`src/rtl/ram_port_arbiter.sv`:
```
// ram_port_arbiter: round-robin sharing of one simple RAM port among N_REQ requesters, one
// transaction in flight. Define RAM_ARB_TIMEOUT_EN to add the response watchdog (TIMEOUT_CYC).
module ram_port_arbiter #(
   parameter int N_REQ       = 2,
   parameter int ADR_W       = 32,
   parameter int DAT_W       = 32,
   parameter int TIMEOUT_CYC = 64
) (
   input  logic                     clock,
   input  logic                     reset,
   input  logic [N_REQ-1:0]         io_req_ren,
   input  logic [N_REQ-1:0]         io_req_wen,
   input  logic [N_REQ*ADR_W-1:0]   io_req_adr,
   input  logic [N_REQ*DAT_W-1:0]   io_req_wdat,
   input  logic [N_REQ*DAT_W/8-1:0] io_req_wstrb,
   output logic [N_REQ-1:0]         io_req_gnt,
   output logic [N_REQ-1:0]         io_req_rvld,
   output logic [N_REQ-1:0]         io_req_free,
   output logic [N_REQ-1:0]         io_req_err,
   output logic [DAT_W-1:0]         io_req_rdat,
   output logic [ADR_W-1:0]         io_ram_adr,
   output logic                     io_ram_ren,
   output logic                     io_ram_wen,
   output logic [DAT_W/8-1:0]       io_ram_wstrb,
   output logic [DAT_W-1:0]         io_ram_wdat,
   input  logic [DAT_W-1:0]         io_ram_rdat,
   input  logic                     io_ram_rvld,
   input  logic                     io_ram_free
);

   localparam int STRB_W = DAT_W / 8;
   localparam int OWN_W  = (N_REQ > 1) ? $clog2(N_REQ) : 1;

   typedef enum logic [1:0] {
      ST_IDLE,
      ST_ISSUE,
      ST_RD_WAIT,
      ST_WR_WAIT
   } state_t;

   state_t              state_q, state_d;
   logic [OWN_W-1:0]    owner_q, owner_d;
   logic [OWN_W-1:0]    last_q, last_d;
   logic [ADR_W-1:0]    adr_q, adr_d;
   logic [DAT_W-1:0]    wdat_q, wdat_d;
   logic [STRB_W-1:0]   wstrb_q, wstrb_d;
   logic                ren_q, ren_d;
   logic                wen_q, wen_d;
   logic                wr_op_q, wr_op_d;

`ifdef RAM_ARB_TIMEOUT_EN
   localparam int CNT_W = $clog2(TIMEOUT_CYC + 1);
   logic [CNT_W-1:0]    cnt_q, cnt_d;
   logic                tmo_hit;

   assign tmo_hit = (cnt_q == CNT_W'(TIMEOUT_CYC));
`endif

   logic                pick_vld;
   logic [OWN_W-1:0]    pick_idx;
   logic [OWN_W:0]      cand;
   logic [ADR_W-1:0]    sel_adr;
   logic [DAT_W-1:0]    sel_wdat;
   logic [STRB_W-1:0]   sel_wstrb;
   logic                sel_wr;

   // Scan requesters starting one past the last winner, wrapping modulo N_REQ.
   always_comb begin
      pick_vld = 1'b0;
      pick_idx = '0;
      cand     = '0;
      for (int k = 1; k <= N_REQ; k++) begin
         cand = {1'b0, last_q} + (OWN_W+1)'(k);
         if (cand >= (OWN_W+1)'(N_REQ)) begin
            cand = cand - (OWN_W+1)'(N_REQ);
         end
         if (!pick_vld && (io_req_ren[cand[OWN_W-1:0]] || io_req_wen[cand[OWN_W-1:0]])) begin
            pick_vld = 1'b1;
            pick_idx = cand[OWN_W-1:0];
         end
      end
   end

   assign sel_adr   = io_req_adr[int'(pick_idx)*ADR_W +: ADR_W];
   assign sel_wdat  = io_req_wdat[int'(pick_idx)*DAT_W +: DAT_W];
   assign sel_wstrb = io_req_wstrb[int'(pick_idx)*STRB_W +: STRB_W];
   // A simultaneous read+write request is treated as a write; the read is dropped.
   assign sel_wr    = io_req_wen[pick_idx];

   always_comb begin
      state_d     = state_q;
      owner_d     = owner_q;
      last_d      = last_q;
      adr_d       = adr_q;
      wdat_d      = wdat_q;
      wstrb_d     = wstrb_q;
      wr_op_d     = wr_op_q;
      ren_d       = 1'b0;
      wen_d       = 1'b0;
      io_req_gnt  = '0;
      io_req_rvld = '0;
      io_req_free = '0;
      io_req_err  = '0;
      io_req_rdat = '0;
`ifdef RAM_ARB_TIMEOUT_EN
      cnt_d       = cnt_q;
`endif

      case (state_q)
         ST_IDLE: begin
`ifdef RAM_ARB_TIMEOUT_EN
            cnt_d = '0;
`endif
            if (pick_vld) begin
               io_req_gnt[pick_idx] = 1'b1;
               owner_d = pick_idx;
               last_d  = pick_idx;
               adr_d   = sel_adr;
               wdat_d  = sel_wdat;
               wstrb_d = sel_wstrb;
               wr_op_d = sel_wr;
               ren_d   = ~sel_wr;
               wen_d   = sel_wr;
               state_d = ST_ISSUE;
            end
         end
         ST_ISSUE: begin
            state_d = wr_op_q ? ST_WR_WAIT : ST_RD_WAIT;
`ifdef RAM_ARB_TIMEOUT_EN
            // The strobe cycle itself counts as the first elapsed cycle.
            cnt_d = CNT_W'(1);
`endif
         end
         ST_RD_WAIT: begin
            if (io_ram_rvld) begin
               io_req_rvld[owner_q] = 1'b1;
               io_req_rdat          = io_ram_rdat;
               state_d              = ST_IDLE;
            end
`ifdef RAM_ARB_TIMEOUT_EN
            else if (tmo_hit) begin
               io_req_rvld[owner_q] = 1'b1;
               io_req_err[owner_q]  = 1'b1;
               state_d              = ST_IDLE;
            end else begin
               cnt_d = cnt_q + 1'b1;
            end
`endif
         end
         ST_WR_WAIT: begin
            if (io_ram_free) begin
               io_req_free[owner_q] = 1'b1;
               state_d              = ST_IDLE;
            end
`ifdef RAM_ARB_TIMEOUT_EN
            else if (tmo_hit) begin
               io_req_free[owner_q] = 1'b1;
               io_req_err[owner_q]  = 1'b1;
               state_d              = ST_IDLE;
            end else begin
               cnt_d = cnt_q + 1'b1;
            end
`endif
         end
         default: state_d = ST_IDLE;
      endcase

      if (reset) begin
         io_req_gnt  = '0;
         io_req_rvld = '0;
         io_req_free = '0;
         io_req_err  = '0;
         io_req_rdat = '0;
      end
   end

   always_ff @(posedge clock) begin
      if (reset) begin
         state_q <= ST_IDLE;
         owner_q <= '0;
         last_q  <= OWN_W'(N_REQ - 1);
         adr_q   <= '0;
         wdat_q  <= '0;
         wstrb_q <= '0;
         ren_q   <= 1'b0;
         wen_q   <= 1'b0;
         wr_op_q <= 1'b0;
`ifdef RAM_ARB_TIMEOUT_EN
         cnt_q   <= '0;
`endif
      end else begin
         state_q <= state_d;
         owner_q <= owner_d;
         last_q  <= last_d;
         adr_q   <= adr_d;
         wdat_q  <= wdat_d;
         wstrb_q <= wstrb_d;
         ren_q   <= ren_d;
         wen_q   <= wen_d;
         wr_op_q <= wr_op_d;
`ifdef RAM_ARB_TIMEOUT_EN
         cnt_q   <= cnt_d;
`endif
      end
   end

   assign io_ram_adr   = adr_q;
   assign io_ram_wdat  = wdat_q;
   assign io_ram_wstrb = wstrb_q;
   assign io_ram_ren   = ren_q;
   assign io_ram_wen   = wen_q;

endmodule

```
`config.mk`:
```
export PLATFORM = sky130hd
export DESIGN_NAME = ram_port_arbiter
export DESIGN_NICKNAME = d
export VERILOG_FILES = /design/src/rtl/ram_port_arbiter.sv
export SDC_FILE = /design/constraint.sdc
export NUM_CORES = 1
export LEC_CHECK = 0
export ABC_AREA = 1
export BUFFER_PORTS_ARGS = -buffer_cell sky130_fd_sc_hd__buf_2
export CORE_MARGIN = 5
export CORE_UTILIZATION = 44
export DETAILED_ROUTE_END_ITERATION = 12
export MAX_ROUTING_LAYER = met4
export PLACE_DENSITY = 0.84
export SLEW_MARGIN = 15
export SYNTH_ARGS = -nofsm -noshare
export SYNTH_HDL_FRONTEND = slang
export SYNTH_SLANG_ARGS = --single-unit
```
`constraint.sdc`:
```
create_clock -name clock -period 2.1 [get_ports clock]
set_clock_uncertainty 0.1 [all_clocks]
set_input_delay 0.63 -clock clock [delete_from_list [all_inputs] [get_ports clock]]
set_output_delay 0.63 -clock clock [all_outputs]
set_load 0.02 [all_outputs]
```
; ---- Word-level counts from Yosys, hierarchy flattened
; Cells that the tools add are included.
[word_totals]
reg_bits = 75
input_bits = 176
output_inout_bits = 110
word_cells = 80
[classes]
n_addsub = 4
n_lt_le_gt_ge = 8
n_eq_ne = 6
shift = 3
n_mux = 37
bitwise = 3
n_reduce_logical = 10
[op_table]
columns = op, count
row1 = $shiftx A64 B7 Y32, 2
row2 = $mux W32, 3
row3 = $mux W2, 12
row4 = $mux W1, 19
row5 = $lt A1 B2 Y1 const B, 4
row6 = $pmux W2 S4, 1
row7 = $shiftx A8 B4 Y4, 1
row8 = $ne A2 B2 Y1 const B, 3
row9 = $eq A2 B2 Y1 const B, 2
row10 = $ge A2 B2 Y1 const B, 2
row11 = $logic_and A1 B1 Y1, 3
row12 = $not A1 Y1, 3
row13 = $reduce_and A3 Y1, 1
row14 = $reduce_or A3 Y1, 1
row15 = $add A1 B1 Y2 const B, 1
row16 = $add A1 B2 Y2 const B, 1
row17 = $demux W1 S1, 2
row18 = $eq A2 B1 Y1 const B, 1
row19 = $ge A1 B1 Y1 const B, 2
row20 = $logic_not A2 Y1, 1
row21 = $logic_or A1 B1 Y1, 2
row22 = $reduce_and A2 Y1, 1
row23 = $sub A1 B1 Y1 const B, 2
row24 = $logic_not A1 Y1, 1

; ---- Longest topological paths before layout
[depth]
depth_word = 17
mapped_depth = 9
ltp_nobuf = 7

; ---- Worst setup path after synthesis
; OpenSTA, ideal clock, no wires.
[synth_path]
path_kind = input to output
start = in reset
end = out io_req_rdat[10]
t_arrival_ps = 1531
t_required_ps = 1370
path_slack_ps = -161
path_stages = 5
n_path_buf = 2
cell_sequence = buf_2 -> inv_2 -> nand2_1 -> clkbuf_1 -> nor2_1
[synth_between]
elab_chain_len = 1
[synth_lines]
columns = element, line_no
row1 = from (decl), 10  ; input logic reset,
row2 = $mux W32, 168  ; if (reset) begin
row3 = to (decl), 20  ; output logic [DAT_W-1:0] io_req_rdat,
; No other way between the ends.

; ---- Worst setup path after layout
[layout_path]
start = reg state_q[0]
end = out io_req_rdat[26]
[layout_between]
elab_chain_len = 3
[layout_lines]
columns = element, line_no
row1 = from (decl), 41  ; state_t state_q, state_d;
row2 = from (signal assigned), 192  ; state_q <= state_d;
row3 = $eq A2 B2 Y1, 109  ; case (state_q)
row4 = $mux W32, 109
row5 = $mux W32, 168
; No other way between the ends.

==> run metrics <==
status complete, but fails checks; failing checks setup timing; Crit. End Element output pin; IO Pins 286; Placed Cells 1251; top_reg_cell synth dfxtp_1; WP data required 1.37 ns; Inserted Diodes 0; largest net degree at the start of global routing 72; final std cells w/o fill 1286; max-cap check violation count 0; largest area contributor in the netlist dfxtp_1; RSZ-0062 raised after global routing true; CTS Hold Bufs 0; P per Cell Area 871.1 nW/um2; Leak 4.316 nW; reg-to-reg critical path endpoint io_ram_ren; pre-CTS setup slack -0.2123 ns; worst reg-to-reg path cell count 13; Hold Vio Cnt, Final 0; Post-synth top cells 251 x nand2_1, 176 x nor2_1, 145 x inv_1, 75 x dfxtp_1, 71 x nand3_1; Cells after Synth 862; Mapped Avg Cell Area 5.520 um2; worst vdd ir 505.6 uV; gr ovfl total 0; Worst setup SP type register; post-synth top area share 0.3155; final HPWL from detailed placement 10940 um; first-pass GRT wire length 25230 um; latest clock arrival within the worst-skew pair 0.35 ns; most frequent cell after synthesis nand2_1; final worst slack -0.2956 ns; clk sink count 75; Post-Route WL 19620 um; kind of critical path register to output pin; CP peak stage delay 0.39 ns; CP Max Fanout 8; Die Wd 114.0 um; TritonCTS clock tree done; First-pass DRT Iterations 6; cell row count 38; Ys Warns 0; global placement routability congestion 0.8382; CTS H-tree lvls 3; worst r2r src state_q[0]; post-synth cell types 21; Max Buffers Root-to-Sink 2; chip height 114.0 um; Post-synth EDFFs 0; GRT Total Usage 0.2422; Vias 6297; initial core utilization 0.4448; Max Fclk 417.4 MHz; Worst Hold Class register to register; IO Port Bufs 283; DRC 0; Largest delay share family, worst path buffers and inverters; vias in the first global route 5208; Via-to-Cell Ratio 4.897; critical path depth 7; flops & latches, synth 75; area growth from synthesis to layout 57.82%; mapped cell area 4758 um2; Critical path origin state_q[0]; worst slew pin tran 0.7833 ns; Tmin final 2.396 ns; Worst-path clk slew 0.08 ns; antenna violations before repair 0; CP Buf/Inv Count 4; Clock Tree Root clkbuf_8; WL/cell 15.26 um; Die Area 12990 um2; total power 6.541 mW; Num CTS Buffers 9; share of layout cells above drive strength 1 0.3761; initial DRC count 599; ranking of synthesized cells by area dfxtp_1 32%, nand2_1 20%, nor2_1 14%, inv_1 11%, nand3_1 7.5%; Layout Nets 1318; Slew HR 0.4778; final setup TNS -1.542 ns; asr flop ratio synth 0; R2R setup slack 0.04 ns; Core Area 10700 um2; register area share after synthesis 0.3155; Max stage delay cell, worst path dfxtp_4; Setup Viol. Count Final 34; CP arrival 1.67 ns; Antenna Violating Nets Remaining 0; period utilization 1.141; CP Capture Point io_req_rdat[26]; Final Max Slew Viols 0; critical path cell sequence inv_4 -> nand2_8 -> clkinv_8 -> buf_12 -> nand2_2 -> nor2_4 -> buf_6
## what timing repair did
action,CTS,global route
pin swaps,5,6
hold endpoints to repair,0,0
setup buffers,12,5
gates resized for setup,76,99
cloned,3,1
endpoints found under the setup margin,35,38
## where the power goes
part	switching (mW)	leakage, nW	total (mW)	internal [mW]
Sequential	0.214	0.625	2.00	1.78
Combinational	2.26	3.61	3.54	1.28
Clock	0.545	0.0856	1.00	0.456
Total	3.02	4.32	6.54	3.52
## per-stage QoR
stage / util / hold WS (ns) / instance area (um2)
2_1_floorplan: - / 0.3389 / 5024
3_3_place_gp: 0.6163 / 0.3625 / 6593
3_5_place_dp: 0.6163 / 0.3663 / 6593
4_1_cts: 0.6642 / 0.3780 / 7106
5_1_grt: 0.7020 / 0.4172 / 7510
6_report: 0.7020 / 0.3965 / 7510
## worst reg2reg max path: cells and delay by family, from the launching register on
family | cells | cell delay, ns
buffers and inverters | 9 | 1.04
AND/OR/NAND/NOR | 4 | 0.47
flip-flops | 1 | 0.39
## state kept, by name, summed over array words and instances, names as in the netlist
name / flops
wr_op_q: 1
io_ram_ren: 1
last_q: 1
io_ram_wen: 1
owner_q: 1
io_ram_adr: 32
state_q: 2
io_ram_wstrb: 4
io_ram_wdat: 32
## cells in the final DEF, fill, tap and decap left out, types with 2 or more instances in the layout
cell type,n
inv_1,140
dfxtp_1,72
a21oi_1,69
inv_4,3
buf_6,34
nand2_8,2
conb_1,2
buf_12,14
nand2_1,215
clkinv_2,2
nor2_2,3
nor3_2,2
nand2_4,22
o21ai_0,2
nand3_1,71
nand2_2,13
dfxtp_4,2
clkbuf_8,10
inv_2,3
nor2_1,142
buf_2,243
buf_4,35
nor2_4,33
## area by class of cell
class                           count  area, um2
Clock inverter                      4      26.28
Fill cell                         857       3188
Multi-Input combinational cell    581       2900
Inverter                          147      571.8
Clock buffer                       11      141.4
Tap cell                          140      175.2
Sequential cell                    75       1510
Timing Repair Buffer              328       2185
## metal layers
| metal | part of all wire | GRT usage |
|---|---|---|
| met1 | 0.35 | 0.2758 |
| met2 | 0.50 | 0.4227 |
| met3 | 0.10 | 0.06313 |
| met4 | 0.049 | 0.06176 |
| met5 | 0 | - |
## worst min path at each step
stage | from | to | slack, ns | depth (start not counted)
finish | wr_op_q | wr_op_q | 0.40 | 2
global route | wr_op_q | wr_op_q | 0.42 | 2
CTS | wr_op_q | wr_op_q | 0.38 | 2
detailed placement | wr_op_q | wr_op_q | 0.37 | 2
global placement | wr_op_q | wr_op_q | 0.36 | 2
floorplan | last_q | last_q | 0.34 | 2
## kinds of logic after synthesis
group                  share of synthesized area
buffers and inverters                     0.1830
AND/OR/NAND/NOR                           0.4236
AO/OA/AOI/OAI                            0.07704
flip-flops                                0.3155
other                                  0.0007881
No activity file was read; power rests on OpenSTA's default activity.
